File: src/rtl/fs_accel_ofm_packer_pkg.sv
// rtl/fs_accel_ofm_packer_pkg.sv - shared FSM encoding and packing constants for the OFM packer
package fs_accel_ofm_packer_pkg;

   localparam int BYTES_PER_WORD = 4;
   localparam int LANES          = 3;

   typedef enum logic [2:0] {
      ST_IDLE    = 3'd0,
      ST_COLLECT = 3'd1,
      ST_WR0     = 3'd2,
      ST_WR1     = 3'd3,
      ST_WR2     = 3'd4,
      ST_DONE    = 3'd5
   } state_t;

endpackage

File: src/rtl/fs_accel_byte_packer.sv
// rtl/fs_accel_byte_packer.sv - one lane's 4-byte shift word, LSB-first, zero-padded by clearing
module fs_accel_byte_packer (
   input  logic        clk,
   input  logic        resetn,
   input  logic        enb,
   input  logic        clr,
   input  logic        load,
   input  logic [1:0]  sel,
   input  logic [7:0]  din,
   output logic [31:0] word
);

   always_ff @(posedge clk) begin
      if (!resetn) begin
         word <= 32'd0;
      end else if (enb) begin
         if (clr) begin
            word <= 32'd0;
         end else if (load) begin
            word[{sel, 3'b000} +: 8] <= din;
         end
      end
   end

endmodule

File: src/rtl/fs_accel_ofm_packer.sv
// rtl/fs_accel_ofm_packer.sv - packs int8 lane triples into 32-bit output-memory writes
// Optional write counter output perf_wr_cnt under macro FS_ACCEL_OFM_PACK_PERF_EN.
module fs_accel_ofm_packer
   import fs_accel_ofm_packer_pkg::*;
#(
   parameter int ADDR_W = 16,
   parameter int CNT_W  = 18
) (
   input  logic              clk,
   input  logic              resetn,
   input  logic              enb,
   input  logic              start,
   input  logic [ADDR_W-1:0] cfg_base_addr,
   input  logic [ADDR_W-1:0] cfg_lane_stride,
   input  logic [CNT_W-1:0]  cfg_byte_cnt,
   input  logic              in_vld,
   output logic              in_rdy,
   input  logic [7:0]        in_do_0,
   input  logic [7:0]        in_do_1,
   input  logic [7:0]        in_do_2,
   output logic              out_vld,
   input  logic              out_rdy,
   output logic [ADDR_W-1:0] out_addr,
   output logic [31:0]       out_data,
   output logic              busy,
`ifdef FS_ACCEL_OFM_PACK_PERF_EN
   output logic [31:0]       perf_wr_cnt,
`endif
   output logic              done
);

   state_t              state;
   logic [ADDR_W-1:0]   base_q;
   logic [ADDR_W-1:0]   stride_q;
   logic [ADDR_W-1:0]   word_idx;
   logic [CNT_W-1:0]    cnt_q;
   logic [CNT_W-1:0]    byte_idx;
   logic [CNT_W-1:0]    byte_nxt;
   logic                busy_q;
   logic                done_q;
   logic                accept;
   logic                clr;
   logic [7:0]          lane_din  [LANES];
   logic [31:0]         lane_word [LANES];
   logic [ADDR_W-1:0]   lane_off;

   assign in_rdy   = enb && (state == ST_COLLECT);
   assign out_vld  = enb && (state == ST_WR0 || state == ST_WR1 || state == ST_WR2);
   assign busy     = busy_q;
   assign done     = done_q && enb;
   assign accept   = in_vld && in_rdy;
   assign byte_nxt = byte_idx + CNT_W'(1);

   // Shift words restart empty for every word set, so a short final word reads as zero-padded.
   assign clr = (state == ST_IDLE && start) || (state == ST_WR2 && out_rdy);

   assign lane_din[0] = in_do_0;
   assign lane_din[1] = in_do_1;
   assign lane_din[2] = in_do_2;

   for (genvar k = 0; k < LANES; k++) begin : g_lane
      fs_accel_byte_packer u_packer (
         .clk    (clk),
         .resetn (resetn),
         .enb    (enb),
         .clr    (clr),
         .load   (accept),
         .sel    (byte_idx[1:0]),
         .din    (lane_din[k]),
         .word   (lane_word[k])
      );
   end

   always_comb begin
      lane_off = '0;
      out_data = 32'd0;
      out_addr = '0;
      case (state)
         ST_WR0: begin
            out_data = lane_word[0];
            out_addr = base_q + word_idx;
         end
         ST_WR1: begin
            lane_off = stride_q;
            out_data = lane_word[1];
            out_addr = base_q + lane_off + word_idx;
         end
         ST_WR2: begin
            lane_off = {stride_q[ADDR_W-2:0], 1'b0};
            out_data = lane_word[2];
            out_addr = base_q + lane_off + word_idx;
         end
         default: begin
            lane_off = '0;
         end
      endcase
   end

   always_ff @(posedge clk) begin
      if (!resetn) begin
         state    <= ST_IDLE;
         base_q   <= '0;
         stride_q <= '0;
         cnt_q    <= '0;
         byte_idx <= '0;
         word_idx <= '0;
         busy_q   <= 1'b0;
         done_q   <= 1'b0;
      end else if (enb) begin
         done_q <= 1'b0;
         case (state)
            ST_IDLE: begin
               if (start) begin
                  base_q   <= cfg_base_addr;
                  stride_q <= cfg_lane_stride;
                  cnt_q    <= cfg_byte_cnt;
                  byte_idx <= '0;
                  word_idx <= '0;
                  busy_q   <= 1'b1;
                  state    <= ST_COLLECT;
               end
            end
            ST_COLLECT: begin
               if (in_vld) begin
                  byte_idx <= byte_nxt;
                  if (byte_nxt[1:0] == 2'b00 || byte_nxt == cnt_q) begin
                     state <= ST_WR0;
                  end
               end
            end
            ST_WR0: if (out_rdy) state <= ST_WR1;
            ST_WR1: if (out_rdy) state <= ST_WR2;
            ST_WR2: begin
               if (out_rdy) begin
                  word_idx <= word_idx + ADDR_W'(1);
                  if (byte_idx == cnt_q) begin
                     busy_q <= 1'b0;
                     done_q <= 1'b1;
                     state  <= ST_DONE;
                  end else begin
                     state <= ST_COLLECT;
                  end
               end
            end
            ST_DONE: state <= ST_IDLE;
            default: state <= ST_IDLE;
         endcase
      end
   end

`ifdef FS_ACCEL_OFM_PACK_PERF_EN
   always_ff @(posedge clk) begin
      if (!resetn) begin
         perf_wr_cnt <= 32'd0;
      end else if (out_vld && out_rdy && perf_wr_cnt != 32'hFFFF_FFFF) begin
         perf_wr_cnt <= perf_wr_cnt + 32'd1;
      end
   end
`endif

endmodule

File: config.mk
export PLATFORM = sky130hd
export DESIGN_NAME = fs_accel_ofm_packer
export DESIGN_NICKNAME = d
export VERILOG_FILES = /design/src/rtl/fs_accel_ofm_packer_pkg.sv /design/src/rtl/fs_accel_byte_packer.sv /design/src/rtl/fs_accel_ofm_packer.sv
export SDC_FILE = /design/constraint.sdc
export NUM_CORES = 1
export LEC_CHECK = 0
export BUFFER_PORTS_ARGS = -buffer_cell sky130_fd_sc_hd__buf_2
export CAP_MARGIN = 30
export CORE_ASPECT_RATIO = 1.25
export CORE_UTILIZATION = 40
export DETAILED_ROUTE_END_ITERATION = 8
export SLEW_MARGIN = 10
export SYNTH_ARGS = -nofsm -noshare
export SYNTH_HDL_FRONTEND = slang
export SYNTH_SLANG_ARGS = --single-unit
File: constraint.sdc
create_clock -name clk -period 3.8 [get_ports clk]
set_clock_uncertainty 0.2 [all_clocks]
set_input_delay 0.76 -clock clk [delete_from_list [all_inputs] [get_ports clk]]
set_output_delay 0.76 -clock clk [all_outputs]
set_load 0.05 [all_outputs]
Word level (Yosys, flattened, before mapping)
Index checks and enable logic that the tools add are counted.
- input bits: 80
- bits in registers: 185
- output and inout bits: 52
- logic and storage cells: 89
- reductions and logical operators: 21
- shift-type cells: 4
- equal/unequal tests: 13
- muxes and demuxes: 32
- add/sub/neg operators: 8
- operators by type and width (kind ; number):
    two-way mux 32 bit ; 6
    bitwise mux 32 bit ; 3
    one-hot mux 32 bit (3 select lines) ; 1
    variable part select 8 x 7 -> 32 bit ; 3
    adder 16 bit ; 5
    one-hot mux 16 bit (3 select lines) ; 1
    equality test 18 bit ; 2
    two-way mux 18 bit ; 2
    one-hot mux 18 bit (2 select lines) ; 1
    two-way mux 16 bit ; 2
    one-hot mux 16 bit (2 select lines) ; 1
    variable shift 8 x 7 -> 32 bit, first input constant ; 1
    two-way mux 3 bit ; 7
    adder 18 x 1 -> 18 bit, second input constant ; 1
    adder 16 x 1 -> 16 bit, second input constant ; 1
    one-hot mux 3 bit (5 select lines) ; 1
    inequality test 2 bit, second input constant ; 5
    AND reduction 4 bit ; 2
    negation 5 -> 7 bit ; 1
    AND reduction 7 bit ; 1
    equality test 3 x 2 -> 1 bit, second input constant ; 2
    logical AND 1 bit ; 6
    two-way mux 1 bit ; 6
    nonzero test 2 bit ; 3
    other kinds (10) ; 14

Logic depth before layout (Yosys ltp)
- word-level depth: 6
- mapped depth: 11
- mapped depth without buffers: 11

Modules after synthesis
A second synthesis with hierarchy kept.
- cells, all modules: 1446
- area, all modules: 12315.6 um^2
- modules (own cells, without submodules) (module ; cells an instance ; times used ; area each (um^2)):
    fs_accel_ofm_packer ; 963 ; 1 ; 7709.9
    fs_accel_byte_packer ; 161 ; 3 ; 1535.2

Least setup slack after synthesis
Ideal clock, no wire load.
- path type: reg-to-output
- start: reg word_idx[1]
- end: out out_addr[15]
- cell stages (with the launch flop): 11
- path slack: -0.628 ns
- arrival: 3.468 ns
- cells stage by stage: dfxtp_1 -> fa_1 -> ha_1 -> fa_1 -> a211oi_1 -> nor2_1 -> o21bai_1 -> a31oi_1 -> a41o_2 -> mux2i_1 -> o311ai_2
- cells in the longest elaborated chain, start to end: 2
- elaborated cells between the ends (all ways): 4
- RTL lines (item ; line ; RTL):
    from (decl) ; fs_accel_ofm_packer.sv:35 ; logic [ADDR_W-1:0] word_idx;
    from (signal assigned) ; fs_accel_ofm_packer.sv:135 ; word_idx <= word_idx + ADDR_W'(1);
    adder 16 bit, on equally long branches ; fs_accel_ofm_packer.sv:91, fs_accel_ofm_packer.sv:81, fs_accel_ofm_packer.sv:86 ;
    one-hot mux 16 bit (3 select lines) * ; fs_accel_ofm_packer.sv:78 ; case (state)
    to (decl) ; fs_accel_ofm_packer.sv:23 ; output logic [ADDR_W-1:0] out_addr,
Mark *: on every way between the ends. The rest lies on a longest branch, timed or not.

Worst setup path in the final report
Same ends and word-level chain as after synthesis.

==> reports/results.tsv <==
stage	metric	value	unit
status	outcome	finished, violations left	
status	failing checks	negative setup slack	
job	Max-cap violations	0	
timing	FMAX	222	MHz
setup_path	CP max-delay cell	fa_1	
setup_path	crit path DAT	3.55	ns
setup_path	Critical R2R Capture	state[0]	
worst_hold_path	Hold WC Path Type	reg -> reg	
detailed_routing	vias	11000	
detailed_routing	vias per inst	5.38	
clock_network	htree depth	4	
worst_hold_path	min-delay src	g_lane[1].u_packer.word[30]	
clock_network	latest clock arrival within the worst-skew pair	0.44	ns
place	DP Area	13500	µm²
clock_network	CTS Root Buffer Type	clkbuf_16	
timing	Least-Margin Pin Slew	0.739	ns
logic_synthesis	largest cells by area after synthesis	dfxtp_1 31%, nand2_1 9.1%, a21boi_0 8.5%	
global_routing	number of global-route vias before repair	10900	
setup_path	worst-path fanout max	4	
logic_synthesis	dominant synthesized flop cell	dfxtp_1	
detailed_routing	drt pass-1 iters	8	
power	Worst VDD drop	0.352	mV
place	IO Port Bufs	131	
global_routing	grt met1 use	0.309	
logic_synthesis	Post-Syn Instances	1463	
global_routing	Total GRT Usage	0.240	
cells_and_area	fin util	0.497	
cells_and_area	share of layout cells above drive strength 1	0.223	
setup_path	crit path kind	reg -> out	
detailed_routing	Antenna Nets Post-Route	0	
floorplan	core box area	29200	µm²
place	dpl hpwl	25900	µm
clock_network	CTS tree	yes	
global_routing	first-pass GRT wire length	57400	µm
floorplan	I/O pins	132	
timing	Tcrit/Tclk final	1.19	
timing	Final Slew Violations	0	
detailed_routing	Post-Route WL	35600	µm
global_routing	pin count of the biggest net entering global routing	122	
detailed_routing	average routed wire per standard cell	17.4	µm
floorplan	initial core utilization	0.406	
setup_path	biggest cell delay along the critical path	0.55	ns
logic_synthesis	Mapped Area	11800	µm²
setup_path	critical path endpoint category	output pin	
global_routing	M2 GR Usage	0.406	
timing	fin crit period	4.51	ns
detailed_routing	initial DRC count	695	
cells_and_area	fin area	14500	µm²
timing	relative slew slack	0.507	
floorplan	Die H	194	µm
global_routing	initial antenna violation count	1	
detailed_routing	DRC Markers	0	
clock_network	# hold bufs at CTS	0	
power	PD cells	369	nW/µm²
logic_synthesis	Netlist cell types	86	
floorplan	# rows	70	
global_routing	GRT Max-Usage Layer	met2	
timing	worst setup margin	-0.713	ns
cells_and_area	Area Overhead vs Synth	22.4	%
logic_synthesis	Syn Area/Cell	8.09	µm²
clock_network	Clock Tree Buf Depth	2	
setup_path	worst r2r path cells	8	
cells_and_area	Layout Nets	1796	
logic_synthesis	Synthesis Warnings	0	
floorplan	die area	30300	µm²
setup_path	flop2flop setup slack	0.93	ns
timing	Hold Violations, Final	0	
logic_synthesis	Post-synth ARST share	0	
global_routing	met3 Track Usage GR	0.0332	
power	leak pwr	5.76	nW
floorplan	Die Width	156	µm
timing	RSZ-0062 raised after global routing	true	
setup_path	startpoint types	register	
setup_path	CP cell instances	fa_1 > ha_2 > inv_2 > fa_2 > and2b_2 > o31ai_4 > a211oi_2 > o41a_1 > mux2_4 > a21oi_4 > o311ai_4 > buf_6	
setup_path	RR Startpoint	byte_idx[0]	
timing	final-report setup violation count	12	
logic_synthesis	most area-hungry cell type in the Yosys netlist	dfxtp_1	
logic_synthesis	top cell type's share of synthesized area	0.313	
logic_synthesis	Synth Register Bits	185	
place	gpl congestion	0.894	
worst_hold_path	Hold Path Depth	2	
clock_network	Sink Count	185	
logic_synthesis	net count after synthesis	1625	
worst_hold_path	Hold Path Sink	g_lane[1].u_packer.word[30]	
global_routing	grt total ovfl	0	
clock_network	CTS Buf Count	17	
setup_path	Worst EP required	2.84	ns
logic_synthesis	Post-synth EDFFs	0	
logic_synthesis	sequential fraction of the synthesis area	0.313	
power	Design Power	0.00534	W
clock_network	Clock transition at path regs	0.07	ns
==> synthesized netlist by cell type, types with 25 or more instances <==
library cell  number
nand3_1          114
nor3_1            25
xnor2_1           38
fa_1              32
nand2_1          288
a21oi_1           49
o21ai_0           71
mux2i_1           43
nor2_1            66
a21boi_0         134
clkbuf_1          65
dfxtp_1          185
ha_1              50
xor2_1            35
==> registers in the layout, indices dropped and copies added (netlist names) <==
name / count
state: 3
busy: 1
g_lane.u_packer.word: 96
word_idx: 16
cnt_q: 18
base_q: 16
stride_q: 16
byte_idx: 18
done_q: 1
==> placed cells by master, fill, tap and decap left out, types with 8 or more instances in the layout <==
cell,n
nand2_1,288
ha_1,45
a21boi_0,134
nand4_1,10
o21a_1,8
mux2i_1,43
clkbuf_16,17
and3_1,14
nand3_1,112
a211oi_1,8
nor4_1,8
a21o_1,14
nor2b_1,21
dfxtp_1,173
xor2_1,34
nor3_1,24
nor2_1,65
a21boi_1,11
xnor2_1,38
and2_1,10
fa_1,28
buf_4,112
buf_6,11
a21oi_1,43
o21ai_0,67
buf_2,117
inv_1,20
or3_1,9
==> metal layers <==
| layer | vias to the layer above | wire length [µm] |
|---|---|---|
| li1 | 5434 | - |
| met1 | 5236 | 15800 |
| met2 | 270 | 17300 |
| met3 | 47 | 1620 |
| met4 | 0 | 811 |
| met5 | - | 0 |
==> metrics by stage <==
step | setup WS, ns | TNS [ns] | hold slack, ns | cells
after detailed placement | -0.415 | -1.39 | 0.244 | 2001
final | -0.713 | -5.28 | 0.248 | 2044
after floorplan | -0.139 | -0.139 | 0.230 | 1463
after CTS | -0.751 | -4.66 | 0.252 | 2038
after global routing | -0.796 | -6.59 | 0.280 | 2044
after global placement | -0.356 | -1.12 | 0.237 | 2001
==> critical path, delay by kind of cell, from the launching register on <==
kind | cells | cell delay [ns]
adder cells (fa/ha/maj) | 3 | 1.07
flip-flops | 1 | 0.36
buffers and inverters | 2 | 0.23
AND/OR/NAND/NOR | 1 | 0.25
multiplexers | 1 | 0.32
AO/OA/AOI/OAI | 5 | 0.88
==> cells by family after synthesis <==
logic type | Yosys count | synth area share
simple gates | 609 | 0.242
compound gates | 357 | 0.206
flops | 185 | 0.313
xor+xnor | 73 | 0.0540
mux | 45 | 0.0386
fa+ha+maj | 82 | 0.107
buf+inv | 112 | 0.0403
==> how the worst max path moves through the flow <==
| stage | startpoint | to | slack (ns) | cells past startpoint |
|---|---|---|---|---|
| floorplan | base_q[1] | out_addr[15] | -0.14 | 11 |
| global placement | base_q[1] | out_addr[15] | -0.36 | 12 |
| detailed placement | base_q[1] | out_addr[15] | -0.42 | 12 |
| CTS | word_idx[1] | out_addr[15] | -0.75 | 12 |
| global route | word_idx[1] | out_addr[15] | -0.80 | 12 |
| finish | word_idx[1] | out_addr[15] | -0.71 | 12 |
==> power by group <==
part / total (W) / internal, W / switching (W)
clock: 0.00185 / 0.00103 / 0.000824
sequential: 0.00212 / 0.00202 / 0.000108
combinational: 0.00137 / 0.000489 / 0.000878
total: 0.00534 / 0.00353 / 0.00181
==> repair_timing <==
item                                    CTS  global route
buffers inserted                          5             5
endpoints found under the setup margin   12            12
gates resized for setup                  63            22
pin swaps                                39            14
==> layout make-up <==
type | count | area [µm²]
clock inverter | 12 | 150
tap | 396 | 495
sequential | 185 | 3730
multi-input combinational | 1166 | 7960
clock buffer | 20 | 457
timing repair buffer | 243 | 1610
inverter | 21 | 78.8
fill | 2822 | 14700
antenna | 1 | 2.50
Power figures use the tool's default switching activity.
